==> src/rtl/order_pkg.sv <==
// rtl/order_pkg.sv - order word layout and slot types shared by the queue, generator and display
package order_pkg;

  localparam int ORDER_W = 24;
  localparam int TIME_W  = 6;

  // {dish0[4:0], opt0[6:0], dish1[4:0], opt1[6:0]}
  localparam int DISH0_LSB = 19;
  localparam int OPT0_LSB  = 12;
  localparam int DISH1_LSB = 7;
  localparam int OPT1_LSB  = 0;

  typedef logic [ORDER_W-1:0] order_t;

  typedef struct packed {
    logic              valid;
    order_t            order;
    logic [TIME_W-1:0] timer;
    logic              pend_exp;
  } slot_t;

  localparam order_t EMPTY_ORDER = '0;

  function automatic logic [4:0] dish0(input order_t o);
    return o[DISH0_LSB +: 5];
  endfunction

  function automatic logic [6:0] opt0(input order_t o);
    return o[OPT0_LSB +: 7];
  endfunction

  function automatic logic [4:0] dish1(input order_t o);
    return o[DISH1_LSB +: 5];
  endfunction

  function automatic logic [6:0] opt1(input order_t o);
    return o[OPT1_LSB +: 7];
  endfunction

endpackage

==> src/rtl/order_queue_if.sv <==
// rtl/order_queue_if.sv - order push and dish serve handshakes between game logic and the queue
interface order_queue_if;
  import order_pkg::*;

  logic   new_valid;
  order_t new_order;
  logic   new_ready;
  logic   serve_valid;
  order_t serve_dish;
  logic   serve_ack;
  logic   serve_hit;

  modport master (
    output new_valid, new_order, serve_valid, serve_dish,
    input  new_ready, serve_ack, serve_hit
  );

  modport slave (
    input  new_valid, new_order, serve_valid, serve_dish,
    output new_ready, serve_ack, serve_hit
  );

endinterface

==> src/rtl/order_match.sv <==
// rtl/order_match.sv - DEPTH-way dish comparator and lowest-index pickers for serve and expiry
module order_match
  import order_pkg::*;
#(
  parameter int  DEPTH = 4,
  localparam int IDX_W = $clog2(DEPTH)
) (
  input  logic [DEPTH-1:0] valid,
  input  logic [DEPTH-1:0] pend_exp,
  input  order_t           orders [DEPTH],
  input  order_t           key,
  output logic             serve_hit,
  output logic [IDX_W-1:0] serve_idx,
  output logic             exp_hit,
  output logic [IDX_W-1:0] exp_idx
);

  logic [DEPTH-1:0] serve_req;
  logic [DEPTH-1:0] exp_req;

  always_comb begin
    for (int i = 0; i < DEPTH; i++) begin
      serve_req[i] = valid[i] && !pend_exp[i] && (orders[i] == key);
    end
    exp_req = valid & pend_exp;
  end

  // scan downwards so the lowest (oldest) requesting slot is the one left standing
  always_comb begin
    serve_hit = 1'b0;
    serve_idx = '0;
    exp_hit   = 1'b0;
    exp_idx   = '0;
    for (int i = DEPTH - 1; i >= 0; i--) begin
      if (serve_req[i]) begin
        serve_hit = 1'b1;
        serve_idx = IDX_W'(i);
      end
      if (exp_req[i]) begin
        exp_hit = 1'b1;
        exp_idx = IDX_W'(i);
      end
    end
  end

endmodule

==> src/rtl/order_queue.sv <==
// rtl/order_queue.sv - compacting queue of active orders with countdown timers, serve matching and expiry
module order_queue
  import order_pkg::*;
#(
  parameter int  DEPTH   = 4,
  parameter int  TIMEOUT = 30,
  localparam int CNT_W   = $clog2(DEPTH + 1),
  localparam int IDX_W   = $clog2(DEPTH)
) (
  input  logic              clk,
  input  logic              rst_n,
  input  logic              tick,
  order_queue_if.slave      q,
  output logic              expire_pulse,
  output logic [CNT_W-1:0]  count,
  output order_t            head_order,
  output logic [TIME_W-1:0] head_time,
  output logic [7:0]        served_cnt,
  output logic [7:0]        expired_cnt
);

  slot_t            slots   [DEPTH];
  slot_t            shifted [DEPTH];
  slot_t            nxt     [DEPTH];
  order_t           orders  [DEPTH];
  logic [DEPTH-1:0] valid_v;
  logic [DEPTH-1:0] pend_v;
  logic             match_hit, exp_hit;
  logic [IDX_W-1:0] match_idx, exp_idx, rm_idx;
  logic             ready, hit, remove, push;
  logic [CNT_W-1:0] push_pos;
  slot_t            new_slot;

  always_comb begin
    for (int i = 0; i < DEPTH; i++) begin
      valid_v[i] = slots[i].valid;
      pend_v[i]  = slots[i].pend_exp;
      orders[i]  = slots[i].order;
    end
  end

  order_match #(.DEPTH(DEPTH)) u_match (
    .valid     (valid_v),
    .pend_exp  (pend_v),
    .orders    (orders),
    .key       (q.serve_dish),
    .serve_hit (match_hit),
    .serve_idx (match_idx),
    .exp_hit   (exp_hit),
    .exp_idx   (exp_idx)
  );

  // a serve hit owns the single removal slot; a pending expiry waits a cycle
  assign hit         = q.serve_valid && match_hit;
  assign remove      = hit || exp_hit;
  assign rm_idx      = hit ? match_idx : exp_idx;
  assign ready       = (count != CNT_W'(DEPTH));
  assign q.new_ready = ready;
  assign push        = q.new_valid && ready && (q.new_order != EMPTY_ORDER);
  assign push_pos    = count - CNT_W'(remove);
  assign new_slot    = '{valid: 1'b1, order: q.new_order, timer: TIME_W'(TIMEOUT), pend_exp: 1'b0};

  always_comb begin
    for (int i = 0; i < DEPTH - 1; i++) begin
      shifted[i] = slots[i + 1];
    end
    shifted[DEPTH - 1] = '0;
  end

  always_comb begin
    for (int i = 0; i < DEPTH; i++) begin
      slot_t s;
      s = (remove && (IDX_W'(i) >= rm_idx)) ? shifted[i] : slots[i];
      if (tick && s.valid && (s.timer != '0)) begin
        s.timer = s.timer - TIME_W'(1);
        if (s.timer == '0) s.pend_exp = 1'b1;
      end
      // the new order lands after the shift and after this cycle's tick
      if (push && (CNT_W'(i) == push_pos)) s = new_slot;
      nxt[i] = s;
    end
  end

  always_ff @(posedge clk) begin
    if (!rst_n) begin
      for (int i = 0; i < DEPTH; i++) slots[i] <= '0;
      count        <= '0;
      q.serve_ack  <= 1'b0;
      q.serve_hit  <= 1'b0;
      expire_pulse <= 1'b0;
      served_cnt   <= '0;
      expired_cnt  <= '0;
    end else begin
      for (int i = 0; i < DEPTH; i++) slots[i] <= nxt[i];
      count        <= count + CNT_W'(push) - CNT_W'(remove);
      q.serve_ack  <= q.serve_valid;
      q.serve_hit  <= hit;
      expire_pulse <= exp_hit && !hit;
      if (hit && (served_cnt != 8'hFF)) served_cnt <= served_cnt + 8'd1;
      if (exp_hit && !hit && (expired_cnt != 8'hFF)) expired_cnt <= expired_cnt + 8'd1;
    end
  end

  assign head_order = slots[0].valid ? slots[0].order : EMPTY_ORDER;
  assign head_time  = slots[0].valid ? slots[0].timer : '0;

endmodule
==> src/flat_wrapper.sv <==
// flat-port wrapper written by rule: the top's interface ports become plain ports
module order_queue_flat import order_pkg::*;
#(
  parameter int  DEPTH   = 4,
  parameter int  TIMEOUT = 30,
  localparam int CNT_W   = $clog2(DEPTH + 1),
  localparam int IDX_W   = $clog2(DEPTH)
)
  (clk, rst_n, tick, expire_pulse, count, head_order, head_time, served_cnt, expired_cnt, q_new_valid, q_new_order, q_serve_valid, q_serve_dish, q_new_ready, q_serve_ack, q_serve_hit);
  order_queue_if q_i ();
  input  logic clk;
  input  logic rst_n;
  input  logic tick;
  output logic expire_pulse;
  output logic [CNT_W-1:0] count;
  output order_t head_order;
  output logic [TIME_W-1:0] head_time;
  output logic [7:0] served_cnt;
  output logic [7:0] expired_cnt;
  input wire logic [$bits(q_i.new_valid)-1:0] q_new_valid;
  input wire logic [$bits(q_i.new_order)-1:0] q_new_order;
  input wire logic [$bits(q_i.serve_valid)-1:0] q_serve_valid;
  input wire logic [$bits(q_i.serve_dish)-1:0] q_serve_dish;
  output wire logic [$bits(q_i.new_ready)-1:0] q_new_ready;
  output wire logic [$bits(q_i.serve_ack)-1:0] q_serve_ack;
  output wire logic [$bits(q_i.serve_hit)-1:0] q_serve_hit;
  assign q_i.new_valid = q_new_valid;
  assign q_i.new_order = q_new_order;
  assign q_i.serve_valid = q_serve_valid;
  assign q_i.serve_dish = q_serve_dish;
  assign q_new_ready = q_i.new_ready;
  assign q_serve_ack = q_i.serve_ack;
  assign q_serve_hit = q_i.serve_hit;
  order_queue #(.DEPTH(DEPTH), .TIMEOUT(TIMEOUT)) u_core (.clk(clk), .rst_n(rst_n), .tick(tick), .q(q_i), .expire_pulse(expire_pulse), .count(count), .head_order(head_order), .head_time(head_time), .served_cnt(served_cnt), .expired_cnt(expired_cnt));
endmodule
==> config.mk <==
export PLATFORM = sky130hd
export DESIGN_NAME = order_queue_flat
export DESIGN_NICKNAME = d
export VERILOG_FILES = /design/src/rtl/order_pkg.sv /design/src/rtl/order_queue_if.sv /design/src/rtl/order_match.sv /design/src/rtl/order_queue.sv /design/src/flat_wrapper.sv
export SDC_FILE = /design/constraint.sdc
export NUM_CORES = 1
export LEC_CHECK = 0
export ABC_AREA = 1
export CORE_MARGIN = 3
export CORE_UTILIZATION = 60
export DETAILED_ROUTE_END_ITERATION = 7
export PLACE_DENSITY_LB_ADDON = 0.15
export RECOVER_POWER = 100
export SYNTH_ARGS = -nofsm -noshare
export SYNTH_HDL_FRONTEND = slang
export SYNTH_HIERARCHICAL = 1
export SYNTH_SLANG_ARGS = --single-unit
==> constraint.sdc <==
create_clock -name clk -period 7.7 [get_ports clk]
set_input_delay 1.54 -clock clk [delete_from_list [all_inputs] [get_ports clk]]
set_output_delay 1.54 -clock clk [all_outputs]
set_load 0.02 [all_outputs]
; Yosys cells after proc, flatten, opt, wreduce, memory -nomap -nowiden
; Memory sizes are Yosys's and may differ from the RTL's.
; Index checks and enable logic that the tools add are counted.
[totals]
ramBits = 128
out_inout_bits = 53
wordCells = 122
memories = 1
input_bits = 53
latchBits = 0
romBits = 0
ff_bits = 22
[mem_list]
columns = memory, words, word_bits, rd, rd_ports_with_merged_regs, write_ports, line
row1 = u_core.slots, 4, 32, 4, 0, 4, order_queue.sv:22  ; slot_t slots [DEPTH];
[op_classes]
muxes = 41
n_bitwise = 5
n_shift = 0
eq_ne = 10
div = 0
multipliers = 0
magnitude_cmp = 4
add_sub_neg = 9
n_reduce_logical = 46
[op_table]
columns = operator, n
row1 = 32-bit 2-to-1 mux, 12
row2 = 24-bit equality test, 4
row3 = 1-bit logical AND, 30
row4 = 7-bit 2-to-1 mux, 4
row5 = 6-bit zero test, 4
row6 = 24-bit 2-to-1 mux, 1
row7 = 24-bit nonzero test, 1
row8 = 6-bit nonzero test, 4
row9 = 6-bit by 1-bit subtractor with 6-bit output (second input constant), 4
row10 = 2-bit 2-to-1 mux, 9
row11 = 8-bit by 1-bit adder with 8-bit output (second input constant), 2
row12 = 8-bit != test (second input constant), 2
row13 = 1-bit 2-to-1 mux, 14
row14 = 2-bit by 3-bit equality test with 1-bit output (first input constant), 2
row15 = 6-bit 2-to-1 mux, 1
row16 = 3-bit by 1-bit subtractor with 3-bit output, 2
row17 = 1-bit zero test, 5
row18 = 4-bit AND, 1
row19 = 1-bit by 2-bit >= comparator with 1-bit output (first input constant), 2
row20 = 2-bit >= comparator (first input constant), 2
row21 = 1-bit OR, 4
row22 = 3-bit by 1-bit adder with 3-bit output, 1
row23 = 1-bit by 3-bit equality test with 1-bit output (first input constant), 1
row24 = 3-bit zero test, 1
row25 = other kinds (2), 2

; Logic depth before layout (Yosys ltp)
; Gate-level depths: netlist of run 1.
; An unclocked memory read counts as a cell.
[depth]
ltp_word = 19
depth_mapped = 29
ltp_nobuf = 28

; Modules after synthesis
; The synthesis of run 1 kept the hierarchy.
[by_module_without_submodules]
columns = module, area_per_inst_um2, cells_each, seq_area_each_um2, instances
row1 = order_queue, 7968.9, 1202, 3002.9, 1
row2 = order_match, 1729.2, 400, 0.0, 1

; Worst setup path before layout of run 1
; OpenSTA, ideal clock, no wires.
[synth_timing]
kind = in2reg
start = input q_serve_dish[4]
end = memory u_core/slots[2][27] in the netlist's numbering
required_time_ps = 7581
n_path_buf = 4
setup_slack_ps = 3319
setup_time_ps = 119
cell_stages = 23
arrival_ps = 4262
cell_sequence = clkbuf_2 o21ai_0 nor2_1 nand3_1 inv_1 nand2_1 inv_1 nand2_1 nand2_2 inv_2 nand2_1 nand2_4 nand2_4 buf_6 ha_1 ha_1 xor2_1 nor2_2 nand2_1 nor2_1 clkbuf_1 buf_2 a21oi_1
[synth_lines]
columns = item, line
row1 = "start, declared", flat_wrapper.sv:23  ; input wire logic [$bits(q_i.serve_dish)-1:0] q_serve_dish;
row2 = "end, declared", order_queue.sv:22

==> results of run 1 <==
-- final cells by class --
class	count	area share
inverters	275	0.09161
well taps	211	0.02332
flip-flops and latches	150	0.2652
clock buffers	19	0.03912
multi-input cells	1115	0.4724
clock inverters	13	0.01160
repair buffers	114	0.09670
-- cell usage in the layout, fill, tap and decap left out, types with 16 or more instances in the layout --
| master | instances |
|---|---|
| nand2_2 | 20 |
| xnor2_1 | 25 |
| nand4_1 | 35 |
| a21oi_1 | 91 |
| inv_1 | 256 |
| dlygate4sd3_1 | 52 |
| dfxtp_1 | 150 |
| o21ai_0 | 154 |
| nor2_1 | 159 |
| nand2_1 | 443 |
| nand3_1 | 90 |
| inv_2 | 16 |
| clkbuf_16 | 17 |
| clkdlybuf4s50_1 | 52 |
-- through the flow --
step,area [um2],hold WS (ns)
after floorplan,9698,0.4708
after global placement,10790,0.4756
after detailed placement,10790,0.4792
after CTS,11360,0.4934
after global routing,11320,0.5237
final,11320,0.4857
-- critical path, cell delays in order --
cell and delay [ns]:
clkdlybuf4s50_1 0.60, inv_2 0.09, nand2_1 0.11, o21ai_0 0.11, a21oi_1 0.14, nand3_1 0.14, nor2_1 0.17, nand2_2 0.09
nand2_2 0.09, inv_2 0.03, nand2_1 0.13, nand3_2 0.15, nand2_4 0.17, inv_4 0.07, nand2_1 1.26, inv_1 0.94
nand2_1 0.25, nand2_1 0.14, nor2_2 0.16, nand2_2 0.09, nand2_2 0.12, nand2_1 0.06, nand3_1 0.09, nand2_1 0.06
inv_1 0.14
-- registers in the layout, summed over array words and instances (netlist names) --
signal               flops
u_core/count             3
u_core/expire_pulse      1
u_core/expired_cnt       8
u_core/q.serve_ack       1
u_core/q.serve_hit       1
u_core/served_cnt        8
u_core/slots           128
-- how the worst min path moves through the flow --
stage,startpoint,end,slack [ns],depth (start not counted)
2_1_floorplan,u_core/slots[3][0]$_SDFF_PP0_,u_core/slots[3][0]$_SDFF_PP0_,0.47,2
3_3_place_gp,u_core/served_cnt[2]$_SDFFE_PN0P_,u_core/served_cnt[2]$_SDFFE_PN0P_,0.48,2
3_5_place_dp,u_core/expired_cnt[3]$_SDFFE_PN0P_,u_core/expired_cnt[3]$_SDFFE_PN0P_,0.48,1
4_1_cts,u_core/served_cnt[2]$_SDFFE_PN0P_,u_core/served_cnt[2]$_SDFFE_PN0P_,0.49,2
5_1_grt,u_core/expired_cnt[3]$_SDFFE_PN0P_,u_core/expired_cnt[3]$_SDFFE_PN0P_,0.52,1
6_report,u_core/served_cnt[2]$_SDFFE_PN0P_,u_core/served_cnt[2]$_SDFFE_PN0P_,0.49,2
-- per-layer routing --
| layer | up-vias | GRT usage | wire, um |
|---|---|---|---|
| li1 | 5144 | - | - |
| met1 | 4766 | 0.5046 | 13920 |
| met2 | 630 | 0.5212 | 13720 |
| met3 | 77 | 0.08573 | 3573 |
| met4 | 0 | 0.1206 | 833 |
| met5 | - | 0 | 0 |
-- power groups by stage --
stage	Clock [mW]	Sequential (mW)	Combinational (mW)
floorplan	0	0.950	0.509
global placement	0	0.981	0.726
detailed placement	0	0.983	0.739
CTS	0.830	0.967	0.747
global route	0.866	0.979	0.837
finish	0.829	0.973	0.756
-- cell families (layout without fill, tap and decap cells) --
logic type	Yosys count	in the layout	share of synthesized area
buf+inv	337	421	0.1371
flops	150	150	0.3096
compound gates	283	283	0.1553
fa+ha+maj	13	13	0.01755
xor+xnor	32	32	0.02890
simple gates	786	786	0.3504
mux	1	1	0.001032
==> metrics.txt, run 1 <==
status finished with violations; failing checks max-capacitance violations, max-slew violations; pin count of the biggest net entering global routing 106; area grow syn2layout 16.75%; Synth area leader dfxtp_1; R2R depth 16; Routed WL 32040 um; HPWL Detailed 22410 um; Reg area 0.003003 mm2; CP endpoint u_core/slots[0][5]$_SDFF_PN0_; Vias 10617; setup repair after global routing missed its margin no; Worst IR Drop VDD 0.2381 mV; Die Ht 133.1 um; antenna violations before repair 0; Fin Clk Skew 0.008595 ns; fin crit share 0.8578; Total Power 2.559 mW; sequential fraction of the synthesis area 0.3096; area of the mapped netlist 0.009698 mm2; share of layout cells above drive strength 1 0.06465; power share of the sequential group 0.380; nets 1739; TritonCTS buffer count 17; Post-Syn Area per Cell 6.054 um2; FILL cells 1325; P per Cell Area 226.0 mW/mm2; CTS tree yes; Worst Path Max Fanout 42; via-per-instance ratio 5.597; DIE WIDTH 133.1 um; Residual DRC 0; Top FF cell, synth dfxtp_1; drt initial violations 1352; NetSw 943.8 uW; Leakage Power 5.335 nW; first-pass GRT wire length 49540 um; CP required 8.06 ns; pre-CTS WS 1.648 ns; ant diodes 0; Int Pwr 1.615 mW; number of max-cap violations 4; fraction of registers with async set/reset 0; # resized after CTS 0; reg2reg setup slack 1.85 ns; FMAX 0.1514 GHz; post-synth top area share 0.3096; GR Util All Layers 0.3526; Startpoint Class input port; CTS H-Tree Depth 4; clock root buffer clkbuf_16; Die ar. 0.01772 mm2; crit path DAT 6.97 ns; overflow left after global routing 0; cells after synthesis 1602; post-route ant nets 0; hold-fix buffer count after cts 0; switching share of power 0.3689; fin util 0.7312; Worst Max-Slew Pin Slew 4.446 ns; final std cells w/o fill 1897; Comb pwr share 0.296; Critical Path Source q_serve_dish[3]; row count 45; critical path type input port to flip-flop; GPL Wtd Cong 1.057; Ys Warns 6; clk slew on worst S/H paths 0.06 ns; clock sinks 150; Post-CTS Setup Bufs 0; number of I/O pins 106; clk_lat worst skew 0.43 ns; area of the core 0.01548 mm2; Multi-input gate area 0.005349 mm2; Synth area leaders dfxtp_1, nand2_1, inv_1; top-count cell post-synth nand2_1; Slew headroom -1.964; Post-synth top cells nand2_1, inv_1, nor2_1, o21ai_0, dfxtp_1; Clk pwr share 0.324; Final setup viols 0; Netlist cell types 51; post-synthesis sequential element count 150; vias in the first global route 9464; Buffers on Ports 105; PnR worst setup slack 1.095 ns; syn nets 1668; Tmin final 6.605 ns; Routed wire per std cell 16.89 um; Final Hold Vio Count 0; starting density of the core 0.6263; r2r endpoint u_core/slots[0][5]$_SDFF_PN0_; fin. max-slew vios 221; HP Class flip-flop to flip-flop; CTS Buffer Depth 2; crit path capture type flip-flop; TNS Setup 0 ns; EDFF count, synth 0; worst r2r src u_core/slots[0][31]$_SDFF_PN0_; number of iterations in the first detailed-routing pass 6; placed cell count 1865
No activity file was read; power rests on OpenSTA's default activity.
==> run 2, diff against run 1 <==
--- a/config.mk
+++ b/config.mk
@@ -6,6 +6,7 @@
 export NUM_CORES = 1
 export LEC_CHECK = 0
 export ABC_AREA = 1
+export CAP_MARGIN = 20
 export CORE_MARGIN = 3
 export CORE_UTILIZATION = 60
 export DETAILED_ROUTE_END_ITERATION = 7
==> results of run 2 <==
Final layout, timing and power as in run 1 (identical DEF).
==> run 3, diff against run 2 <==
--- a/config.mk
+++ b/config.mk
@@ -7,8 +7,8 @@
 export LEC_CHECK = 0
 export ABC_AREA = 1
 export CAP_MARGIN = 20
-export CORE_MARGIN = 3
 export CORE_UTILIZATION = 60
+export CTS_CLUSTER_SIZE = 24
 export DETAILED_ROUTE_END_ITERATION = 7
 export PLACE_DENSITY_LB_ADDON = 0.15
 export RECOVER_POWER = 100
==> run 3 against run 2 <==
The flow still finishes with violations (max-capacitance violations, max-slew violations). Sequential share of layout area is 0.076 points lower. First-iteration DRC count down 8.5%. Clock power rose by 5.3%. Sequential power barely moved. Sequential cell count unchanged. Cell count grew 0.26%. Via count grew 1.7%. Setup slack improved by 0.070 ns. Highest routed layer unchanged.
==> metrics.txt, run 3 (synthesis gave the netlist of run 1 again) <==
PnR worst setup slack 1.165 ns; area grow syn2layout 17.08%; share of layout cells above drive strength 1 0.06109; GPL Wtd Cong 1.020; nets 1739; overflow left after global routing 0; hold-fix buffer count after cts 0; TNS Setup 0 ns; CP delay by family, top simple AND/OR/NAND/NOR gates; fin crit share 0.8487; number of flip-flops in the largest register 128; Top Registers u_core/slots (128), u_core/expired_cnt (8), u_core/served_cnt (8); Vias 10796; CP peak stage delay 0.84 ns; starting density of the core 0.6127; CP Depth 20; drt initial violations 1237; Die ar. 0.01668 mm2; P per Cell Area 229.6 mW/mm2; pin count of the biggest net entering global routing 103; Biggest register u_core/slots; post-route ant nets 0; critical path type input port to flip-flop; crit path capture type flip-flop; Tmin final 6.535 ns; # resized after CTS 0; number of iterations in the first detailed-routing pass 6; crit-path cells dlygate4sd3_1 -> inv_1 -> nand2_1 -> o21ai_0 -> nor2_1 -> and2_0 -> nand2_1 -> nor2_1 -> nand2_2 -> nand2_1 -> clkinv_1 -> nand2_1 -> nand2_1 -> nand2_4 -> ha_1 -> clkinv_1 -> nand4_1 -> clkbuf_1 -> nand3_1 -> a21oi_1; Fin Clk Skew 0.01096 ns; DIE WIDTH 129.1 um; clock sinks 150; Slew headroom -1.882; status finished with violations; HPWL Detailed 22980 um; Buffers on Ports 105; number of I/O pins 106; R2R depth 11; Residual DRC 0; pre-CTS WS 1.912 ns; Final setup viols 0; CTS H-Tree Depth 4; fin. max-slew vios 168; Post-CTS Setup Bufs 0; vias in the first global route 9482; Routed WL 32630 um; clock root buffer clkbuf_16; CTS tree yes; area of the core 0.01583 mm2; failing checks max-capacitance violations, max-slew violations; FMAX 0.1530 GHz; CTS Buffer Depth 2; TritonCTS buffer count 17; buffers plus inverters on the worst setup path 5; number of max-cap violations 3; worst hold slack 0.4902 ns; Worst Max-Slew Pin Slew 4.323 ns; via-per-instance ratio 5.676; Startpoint Class input port; commonest non-fill, non-tap cell in the layout nand2_1; CP required 8.06 ns; clk slew on worst S/H paths 0.07 ns; ant diodes 0; hold path depth 1; Worst Path Max Fanout 19; row count 46; antenna violations before repair 0; setup repair after global routing missed its margin no; CP max-delay cell clkbuf_1; Worst IR Drop VDD 0.1612 mV; CP dominant cell by count nand2_1; Routed wire per std cell 17.16 um; GR Util All Layers 0.3968; Die Ht 129.1 um; clk_lat worst skew 0.44 ns; first-pass GRT wire length 50240 um; crit path DAT 6.89 ns; Final Hold Vio Count 0; HP Class flip-flop to flip-flop; Leakage Power 5.354 nW; commonest cells after routing, fill and taps aside nand2_1, inv_1, nor2_1
-- run 3: changes by cell type in the layout (fill, tap and decap cells not counted), sizes merged --
cell and change:
clkbuf -2, clkdlybuf4s50 -1, dlygate4sd3 +1, clkinv -2, inv +7, clkinvlp -3
-- run 3: report_power, final --
group / internal [mW] / switching [mW] / leakage [nW]
combinational: 0.263 / 0.497 / 3.84
clock: 0.492 / 0.381 / 0.293
sequential: 0.869 / 0.104 / 1.22
-- run 3: path summary, 6_finish.rpt --
path	from	endpoint	slack, ns
setup reg to reg	u_core/slots[0][31]$_SDFF_PN0_	u_core/slots[3][26]$_SDFFE_PN0P_	2.37
hold / removal	u_core/served_cnt[0]$_SDFFE_PN0P_	u_core/served_cnt[0]$_SDFFE_PN0P_	0.49
setup / recovery	q_serve_dish[23]	u_core/slots[3][26]$_SDFFE_PN0P_	1.17
hold reg to reg	u_core/served_cnt[0]$_SDFFE_PN0P_	u_core/served_cnt[0]$_SDFFE_PN0P_	0.49
-- run 3: final cells by class --
class / count / area [um2]
Multi-Input combinational cell: 1115 / 5340
Fill cell: 1386 / 4473
Sequential cell: 150 / 3003
Timing Repair Buffer: 114 / 1097
Inverter: 275 / 1037
Clock buffer: 17 / 425.4
Tap cell: 216 / 270.3
Clock inverter: 15 / 181.4
-- run 3: worst reg2reg max path: stages (launching register included) --
cell,delay (ns)
dfxtp_1,0.33
clkbuf_1,1.22
nand2_1,0.29
nand3_1,0.22
inv_1,0.11
nand2_4,0.22
ha_1,0.23
clkinv_1,0.56
nand4_1,0.72
clkbuf_1,0.84
nand3_1,0.29
a21oi_1,0.23
-- run 3: stage by stage --
| step | cells | util | power [mW] | cell area (um2) |
|---|---|---|---|---|
| floorplan | 1602 | - | 1.459 | 9698 |
| global placement | 1870 | 0.6821 | 1.715 | 10800 |
| detailed placement | 1870 | 0.6821 | 1.729 | 10800 |
| CTS | 1902 | 0.7205 | 2.601 | 11400 |
| global route | 1902 | 0.7174 | 2.724 | 11350 |
| finish | 1902 | 0.7174 | 2.607 | 11350 |
-- run 3: layer usage --
layer | track usage | wire length (um) | up-vias | share of wire
met1 | 0.5030 | 12890 | 4877 | 0.39
met4 | 0.1612 | 1270 | 0 | 0.039
met3 | 0.06606 | 3302 | 113 | 0.10
met2 | 0.6698 | 15170 | 658 | 0.46
met5 | 0 | 0 | - | 0
li1 | - | - | 5148 | -
